## config.mk

```make
export PLATFORM = sky130hd
export DESIGN_NAME = collision_event_arbiter
export DESIGN_NICKNAME = d
export VERILOG_FILES = /design/src/rtl/collision_event_arbiter_pkg.sv /design/src/rtl/collision_event_arbiter_lsb_priority_encoder.sv /design/src/rtl/collision_event_arbiter.sv
export SDC_FILE = /design/constraint.sdc
export NUM_CORES = 1
export LEC_CHECK = 0
export ABC_AREA = 1
export CORE_MARGIN = 3
export CORE_UTILIZATION = 55
export CTS_CLUSTER_DIAMETER = 120
export DETAILED_ROUTE_END_ITERATION = 8
export GPL_ROUTABILITY_DRIVEN = 0
export PLACE_DENSITY_LB_ADDON = 0.25
export SKIP_CTS_REPAIR_TIMING = 1
export SYNTH_ARGS = -nofsm -noshare
export SYNTH_HDL_FRONTEND = slang
export SYNTH_SLANG_ARGS = --single-unit
```

## constraint.sdc

```tcl
create_clock -name clk -period 4 [get_ports clk]
set_input_delay 0.8 -clock clk [delete_from_list [all_inputs] [get_ports clk]]
set_output_delay 0.8 -clock clk [all_outputs]
set_load 0.01 [all_outputs]
```

## src/rtl/collision_event_arbiter_pkg.sv

```systemverilog
// Shared definitions for the collision event arbiter: source indices,
// default sizing and the arbiter state encoding.
package collision_event_arbiter_pkg;

    localparam int NUM_COLLISION_SRC      = 4;
    localparam int HOLDOFF_FRAMES_DEFAULT = 2;
    localparam int DROP_W                 = 4;

    typedef enum logic [1:0] {
        SRC_BORDER_BOTTOM = 2'd0,
        SRC_OBSTACLE_BAD  = 2'd1,
        SRC_OBSTACLE_GOOD = 2'd2,
        SRC_BONUS         = 2'd3
    } collision_src_e;

    typedef enum logic [1:0] {
        ST_IDLE  = 2'd0,
        ST_ARB   = 2'd1,
        ST_OFFER = 2'd2
    } arb_state_e;

endpackage

```

## src/rtl/collision_event_arbiter_lsb_priority_encoder.sv

```systemverilog
// Combinational priority encoder: index of the lowest set bit plus an any-set flag.
module collision_event_arbiter_lsb_priority_encoder #(
    parameter int NUM_SRC = 4
) (
    input  logic [NUM_SRC-1:0]         vec,
    output logic [$clog2(NUM_SRC)-1:0] idx,
    output logic                       any
);

    always_comb begin
        idx = '0;
        for (int i = NUM_SRC - 1; i >= 0; i--) begin
            if (vec[i]) begin
                idx = $clog2(NUM_SRC)'(i);
            end
        end
    end

    assign any = |vec;

endmodule

```

## src/rtl/collision_event_arbiter.sv

```systemverilog
// Turns per-frame collision pulses into at most one prioritized event per frame,
// with first-frame filtering, per-source hold-off and a valid/ready handshake.
module collision_event_arbiter
    import collision_event_arbiter_pkg::*;
#(
    parameter int NUM_SRC        = NUM_COLLISION_SRC,
    parameter int HOLDOFF_FRAMES = HOLDOFF_FRAMES_DEFAULT
) (
    input  logic                       clk,
    input  logic                       reset,
    input  logic                       startOfFrame,
    input  logic                       pause,
    input  logic                       flush,
    input  logic [NUM_SRC-1:0]         collision_req,
    input  logic                       event_ready,
    output logic                       event_valid,
    output logic [$clog2(NUM_SRC)-1:0] event_src,
    output logic [DROP_W-1:0]          dropped_count
);

    localparam int IDX_W  = $clog2(NUM_SRC);
    localparam int HOLD_W = (HOLDOFF_FRAMES > 0) ? $clog2(HOLDOFF_FRAMES + 1) : 1;

    function automatic int unsigned popcount(input logic [NUM_SRC-1:0] v);
        int unsigned c;
        c = 0;
        for (int i = 0; i < NUM_SRC; i++) begin
            c = c + 32'(v[i]);
        end
        return c;
    endfunction

    function automatic logic [DROP_W-1:0] sat_add(input logic [DROP_W-1:0] a, input int unsigned b);
        int unsigned s;
        s = 32'(a) + b;
        return (s > 32'((1 << DROP_W) - 1)) ? {DROP_W{1'b1}} : s[DROP_W-1:0];
    endfunction

    arb_state_e          state_q, state_d;
    logic [NUM_SRC-1:0]  latch_q, latch_d;
    logic [NUM_SRC-1:0]  snap_q, snap_d;
    logic [NUM_SRC-1:0]  prev_q, prev_d;
    logic [HOLD_W-1:0]   hold_q [NUM_SRC];
    logic [HOLD_W-1:0]   hold_d [NUM_SRC];
    logic                valid_q, valid_d;
    logic [IDX_W-1:0]    src_q, src_d;
    logic [DROP_W-1:0]   drop_q, drop_d;
    logic                sof_pend_q, sof_pend_d;

    logic [NUM_SRC-1:0]  req_live;
    logic [NUM_SRC-1:0]  snap_now;
    logic [NUM_SRC-1:0]  hold_active;
    logic [NUM_SRC-1:0]  new_arb;
    logic [NUM_SRC-1:0]  new_offer;
    logic [IDX_W-1:0]    win_idx;
    logic                win_any;
    logic                eff_sof;

    always_comb begin
        for (int i = 0; i < NUM_SRC; i++) begin
            hold_active[i] = (hold_q[i] != '0);
        end
    end

    assign req_live  = collision_req & ~{NUM_SRC{pause}};
    assign snap_now  = latch_q | req_live;
    assign new_arb   = snap_q & ~prev_q & ~hold_active;
    assign new_offer = snap_now & ~prev_q & ~hold_active;
    // A frame boundary seen during ARB is replayed on the following cycle.
    assign eff_sof   = (startOfFrame && (state_q != ST_ARB)) || sof_pend_q;

    collision_event_arbiter_lsb_priority_encoder #(
        .NUM_SRC(NUM_SRC)
    ) u_enc (
        .vec(new_arb),
        .idx(win_idx),
        .any(win_any)
    );

    always_comb begin
        state_d    = state_q;
        snap_d     = snap_q;
        prev_d     = prev_q;
        valid_d    = valid_q;
        src_d      = src_q;
        drop_d     = drop_q;
        sof_pend_d = startOfFrame && (state_q == ST_ARB);
        latch_d    = eff_sof ? '0 : (latch_q | req_live);
        for (int i = 0; i < NUM_SRC; i++) begin
            hold_d[i] = hold_q[i];
            if (eff_sof && !pause && hold_active[i]) begin
                hold_d[i] = hold_q[i] - HOLD_W'(1);
            end
        end

        case (state_q)
            ST_IDLE: begin
                if (eff_sof) begin
                    snap_d  = snap_now;
                    state_d = ST_ARB;
                end
            end
            ST_ARB: begin
                prev_d = snap_q;
                if (win_any) begin
                    src_d   = win_idx;
                    drop_d  = sat_add(drop_q, popcount(new_arb) - 1);
                    valid_d = 1'b1;
                    state_d = ST_OFFER;
                end else begin
                    state_d = ST_IDLE;
                end
            end
            ST_OFFER: begin
                // Everything new in a frame that ends while an event is pending is dropped.
                if (eff_sof) begin
                    prev_d = snap_now;
                    drop_d = sat_add(drop_q, popcount(new_offer));
                end
                if (event_ready) begin
                    hold_d[src_q] = HOLD_W'(HOLDOFF_FRAMES);
                    valid_d       = 1'b0;
                    state_d       = ST_IDLE;
                end
            end
            default: begin
                valid_d = 1'b0;
                state_d = ST_IDLE;
            end
        endcase

        if (flush) begin
            state_d    = ST_IDLE;
            valid_d    = 1'b0;
            latch_d    = '0;
            prev_d     = '0;
            sof_pend_d = 1'b0;
            for (int i = 0; i < NUM_SRC; i++) begin
                hold_d[i] = '0;
            end
        end
    end

    always_ff @(posedge clk or posedge reset) begin
        if (reset) begin
            state_q    <= ST_IDLE;
            latch_q    <= '0;
            snap_q     <= '0;
            prev_q     <= '0;
            valid_q    <= 1'b0;
            src_q      <= '0;
            drop_q     <= '0;
            sof_pend_q <= 1'b0;
            for (int i = 0; i < NUM_SRC; i++) begin
                hold_q[i] <= '0;
            end
        end else begin
            state_q    <= state_d;
            latch_q    <= latch_d;
            snap_q     <= snap_d;
            prev_q     <= prev_d;
            valid_q    <= valid_d;
            src_q      <= src_d;
            drop_q     <= drop_d;
            sof_pend_q <= sof_pend_d;
            for (int i = 0; i < NUM_SRC; i++) begin
                hold_q[i] <= hold_d[i];
            end
        end
    end

    assign event_valid   = valid_q;
    assign event_src     = src_q;
    assign dropped_count = drop_q;

endmodule

```

==> results_dict.tcl, run 1 <==
set metrics [dict create \
    outcome "completed" \
    clock.fmax_mhz 302 \
    fin_area_um2 2370 \
    portBuffers 16 \
    via_per_inst 5.35 \
    power.share.sequential_pct 21.4 \
    crit_path_start_kind "input port" \
    min_path_cells 2 \
    cts_buffer_depth 2 \
    post-dp-hpwl_mm 3.23 \
    p_int_mw 1.22 \
    path_cells "clkdlybuf4s50_1 -> inv_1 -> a21oi_1 -> nor2_1 -> nand2_1 -> fa_1 -> fa_1 -> inv_1 -> fa_1 -> nor2_1 -> nand2_1 -> nand3_1 -> nand2_1" \
    worstSetupStartpoint "pause" \
    dp.cells 318 \
    min_period_over_period_pct 82.8 \
    cp.required_ps 4170 \
    grt_setup_unrepaired "false" \
    wl_mm 4.26 \
    period_minus_slack_ps 3310 \
    path_class "input port to register" \
    synth_nets 288 \
    core_area_um2 3440 \
    end_kind "register" \
    power_density_nw_per_um2 943 \
    vias 1744 \
    cpLargestDelayFamily "adder cells" \
    switching_share_pct 45.5 \
    route.detailed.drc 0 \
    critPathSlowestCell "fa_1" \
    finalMaxSlewViolations 0 \
    r2r_end "dropped_count[0]" \
    drtIter0Drc 79 \
    ys.flop_type "dfrtp_1" \
    tightest_slew_ps 605 \
    clock_tree.root_cell "clkbuf_8" \
    instances_no_fill 326 \
    chipWidth_um 66.5 \
    synth_top_area_share_pct 37.3 \
    chipHeight_um 66.5 \
    yosys.cell_count.top_type "nand2_1" \
    syn_inst 257 \
    reg2reg_depth 16 \
    synthTopCellsByCount "nand2_1 (51), inv_1 (39), nor2_1 (31)" \
    drt_pass1_iterations 4 \
    synth_edf_count 0 \
    fin_setup_tns_ps 0 \
    maxCapViolCount 0 \
    hold-path-endpoint "snap_q[3]" \
    antenna_left 0 \
    r2r-start "hold_q[2]" \
    avgSynthCellArea_um2 7.83 \
    crit_path_max_incr_delay_ps 460 \
    hold_path.startpoint "snap_q[3]" \
    clk_latency_ps 280 \
    ir_drop_mv 0.560 \
    multiInputGateArea_um2 1100 \
    fillers 275 \
    syn2layout_area_growth_pct 17.8 \
    hp-class "register to register" \
    diodes 0 \
    grt_max_degree 17 \
    p_leak_nw 1.18 \
    layout.nets 310 \
    antenna_found_initial 0 \
    hold_viol 0 \
    grt_pass1_vias 1708 \
    regArea_um2 751 \
    gr-usage-all-layers_pct 22.2 \
    num_rows 21 \
    syn-cell-area_um2 2010 \
    cts.sinks 30 \
    synth_top_cell_by_area "dfrtp_1" \
    reg2reg_slack_ps 880 \
    grt_overflow_total 0 \
    grt_pass1_wl_mm 7.49 \
    synth_cell_types 28 \
    synth_seq_area_share_pct 37.3 \
    ys_top_cells_by_area "dfrtp_1 (37%), ha_1 (10%), nand2_1 (9.5%), inv_1 (7.3%), nor2_1 (5.8%)" \
    p_sw_mw 1.02 \
    max_slew_margin_pct 59.6 \
    ys_warn_count 0 \
    finalSetupViolations 0 \
    final_core_util_pct 68.8 \
    htreeDepth 2 \
    crit_arrival_ps 3490 \
    wl_per_cell_um 13.1 \
    cts_tree "built" \
    synthArstFlopShare_pct 100 \
    yosys_register_bits 30 \
    path_max_fanout 6 \
    drive_gt1_share_pct 7.86 \
    worst-path-buf-inv 3 \
    placed_cell_area_um2 2230 \
    pwr-share-comb_pct 61.4 \
    initial_core_util_pct 58.5 \
    finalClockSkew_ps 3.43 \
    whs_ps 523 \
    clock_power_share_pct 17.2 \
    die_area_um2 4420 \
    cts_buffers 5 \
    ioPinCount 17 \
    clk_pin_slew_ps 70 \
]
==> cells in the final DEF (no fill, tap or decap), types with 3 or more instances in the layout <==
cell type / instances
nand2_1: 51
inv_1: 39
nor2_1: 31
dfrtp_1: 30
nand3_1: 20
a21oi_1: 17
ha_1: 16
clkdlybuf4s50_1: 16
o21ai_0: 10
o211ai_1: 6
clkbuf_8: 6
nand4_1: 5
fa_1: 5
nand2_2: 3
o22ai_1: 3
xor2_1: 3
==> worst reg2reg max path, stage by stage, from the launching register on <==
cell and delay, ps:
dfrtp_1 390, inv_1 60, ha_1 200, nand3_1 180
ha_1 330, inv_1 50, fa_1 410, inv_1 60
ha_1 220, ha_1 300, or2_2 290, nand3_1 80
nand2_1 50, nand2_1 110, nand3_1 90, nand3_1 70
o21ai_0 70
==> how the worst max path moves through the flow <==
stage,to,slack (ps),cells past startpoint
3_3_place_gp,dropped_count[1],480,13
5_1_grt,dropped_count[2],470,13
2_1_floorplan,dropped_count[1],1050,12
6_report,dropped_count[1],690,13
3_5_place_dp,dropped_count[1],430,13
4_1_cts,dropped_count[1],700,13
==> power groups by stage <==
stage / logic, mW / clock network, mW / registers, mW
global placement: 1.33 / 0 / 0.476
floorplan: 1.04 / 0 / 0.474
CTS: 1.38 / 0.386 / 0.476
global route: 1.58 / 0.399 / 0.491
finish: 1.37 / 0.383 / 0.479
detailed placement: 1.36 / 0 / 0.479
==> routing by layer <==
layer,part of all wire [%],up-vias,track usage (%)
met5,0,-,0
met4,1.1,0,4.57
met3,3.6,6,5.06
met1,48,823,30.1
li1,-,880,-
met2,47,35,36.3
==> cell families (layout without fill, tap and decap cells) <==
group                    count (synthesis)  after routing  synth area share, %
adder cells (fa/ha/maj)                 21             21                 14.9
flip-flops                              30             30                 37.3
XOR/XNOR                                 4              4                 1.74
AO/OA/AOI/OAI                           41             41                 12.3
AND/OR/NAND/NOR                        118            118                 25.6
buffers and inverters                   43             66                 8.15
==> metrics by stage <==
step / power, mW / worst slack (ps)
2_1_floorplan: 1.51 / 1050
3_3_place_gp: 1.80 / 484
3_5_place_dp: 1.84 / 433
4_1_cts: 2.24 / 696
5_1_grt: 2.47 / 466
6_report: 2.23 / 688
==> area by class of cell <==
class / count / share of cell area, %
clock buffer: 6 / 3.48
clock inverter: 2 / 2.53
inverter: 41 / 6.49
multi-input combinational: 184 / 46.3
sequential: 30 / 31.7
tap: 46 / 2.43
timing repair buffer: 17 / 7.07
==> flip-flops by register name, summed over array words and instances, names as in the netlist <==
signal	flops
state_q	2
event_src	2
dropped_count	4
hold_q	8
sof_pend_q	1
event_valid	1
latch_q	4
prev_q	4
snap_q	4
No activity file was read; power rests on OpenSTA's default activity.
==> run 2: changes to the inputs <==
clock period = 3.1 ns   (was 4 ns; I/O delays follow)
==> results_dict.tcl, run 2 (synthesis results as in run 1) <==
set metrics [dict create \
    outcome "completed" \
    clock.fmax_mhz 340 \
    largest-register "hold_q" \
    hp-class "register to register" \
    die_area_um2 4420 \
    power.share.sequential_pct 21.6 \
    crit_arrival_ps 3090 \
    chipWidth_um 66.5 \
    gr-usage-all-layers_pct 21.3 \
    grt_setup_unrepaired "false" \
    cts_tree "built" \
    crit_path_start_kind "register" \
    pwr-share-comb_pct 66.8 \
    ioPinCount 17 \
    hold-path-endpoint "snap_q[2]" \
    grt_overflow_total 0 \
    power_density_nw_per_um2 1160 \
    p_int_mw 1.48 \
    cts_buffers 5 \
    htreeDepth 2 \
    layout.nets 321 \
    via_per_inst 5.28 \
    vias 1781 \
    switching_share_pct 47.6 \
    drt_pass1_iterations 4 \
    path_max_fanout 4 \
    chipHeight_um 66.5 \
    diodes 0 \
    grt_pass1_wl_mm 7.20 \
    grt_pass1_vias 1682 \
    p_sw_mw 1.35 \
    portBuffers 16 \
    reg2reg_slack_ps 160 \
    p_leak_nw 1.21 \
    layout_common_cells "nand2_1 (50), inv_1 (37), nor2_1 (31)" \
    dp_slack_ps -185 \
    wl_mm 4.24 \
    reg2reg_depth 16 \
    clock_tree.root_cell "clkbuf_8" \
    ir_drop_mv 0.635 \
    clk_pin_slew_ps 70 \
    initial_core_util_pct 58.5 \
    hold_viol 0 \
    period_minus_slack_ps 2940 \
    antenna_found_initial 0 \
    finalClockSkew_ps 2.44 \
    drive_gt1_share_pct 14.1 \
    grt_max_degree 31 \
    regArea_um2 751 \
    post-dp-hpwl_mm 3.25 \
    wl_per_cell_um 12.6 \
    fin_setup_tns_ps 0 \
    whs_ps 528 \
    cts.sinks 30 \
    dp.cells 329 \
    largest_register_ffs 8 \
    instances_no_fill 337 \
    maxCapViolCount 0 \
    r2r-start "hold_q[2]" \
    route.detailed.drc 0 \
    clk_latency_ps 280 \
    core_area_um2 3440 \
    r2r_end "dropped_count[0]" \
    hold_path.startpoint "snap_q[2]" \
    cp.required_ps 3240 \
    end_kind "register" \
    finalMaxSlewViolations 0 \
    min_period_over_period_pct 94.9 \
    path_class "register to register" \
    fin_ws_ps 158 \
    num_rows 21 \
    tightest_slew_ps 572 \
    max_slew_margin_pct 61.9 \
    syn2layout_area_growth_pct 21.0 \
    multiInputGateArea_um2 1130 \
    cts_buffer_depth 2 \
    min_path_cells 2 \
    final_common_cell "nand2_1" \
    antenna_left 0 \
    fin_area_um2 2430 \
    drtIter0Drc 103 \
    clock_power_share_pct 11.6 \
    placed_cell_area_um2 2310 \
    finalSetupViolations 0 \
    fillers 273 \
]
[run 2: changes by cell type in the layout (fill, tap and decap cells not counted), sizes merged]
cell,delta
buf,+11
bufinv,-2
clkinv,+1
clkinvlp,+1
[run 2: worst max-delay path, cell delays in order (launching register included)]
cell and delay [ps]:
dfrtp_1 400, inv_1 70, ha_1 170, nand3_1 120
ha_1 300, inv_1 50, fa_1 410, inv_1 60
ha_1 160, ha_1 250, or2_2 280, nand3_1 90
nand2_1 60, nand2_1 130, nand3_1 100, nand3_1 70
o21ai_0 90
[run 2: final cells by class]
type | instances | share of cell area (%)
Sequential cell | 30 | 30.8
Clock buffer | 6 | 3.39
Timing Repair Buffer | 28 | 10.3
Inverter | 41 | 6.32
Tap cell | 46 | 2.36
Multi-Input combinational cell | 184 | 46.3
Clock inverter | 2 | 0.514
[run 2: worst max-delay path by stage]
stage	from	endpoint	slack [ps]
3_5_place_dp	pause	dropped_count[2]	-180
5_1_grt	hold_q[2]	dropped_count[3]	20
3_3_place_gp	pause	dropped_count[1]	-120
4_1_cts	hold_q[6]	dropped_count[0]	50
6_report	hold_q[2]	dropped_count[0]	160
2_1_floorplan	hold_q[2]	dropped_count[0]	300
[run 2: power by group through the flow]
stage | Sequential, mW | Clock (mW) | Combinational [mW]
floorplan | 0.611 | 0 | 1.34
global placement | 0.613 | 0 | 1.79
detailed placement | 0.613 | 0 | 1.84
CTS | 0.607 | 0.332 | 1.86
global route | 0.631 | 0.354 | 2.17
finish | 0.610 | 0.328 | 1.89
[run 2: stage by stage]
stage	power, mW	utilization [%]
5_1_grt	3.15	70.7
6_report	2.83	70.7
3_3_place_gp	2.41	67.1
4_1_cts	2.80	69.9
2_1_floorplan	1.95	-
3_5_place_dp	2.45	67.1
[run 2: metal layers]
layer / vias to the layer above / global-route usage [%] / wire length, um
li1: 894 / - / -
met1: 832 / 30.1 / 2000
met5: - / 0 / 0
met2: 48 / 33.0 / 1990
met3: 7 / 3.20 / 194
met4: 0 / 7.87 / 55
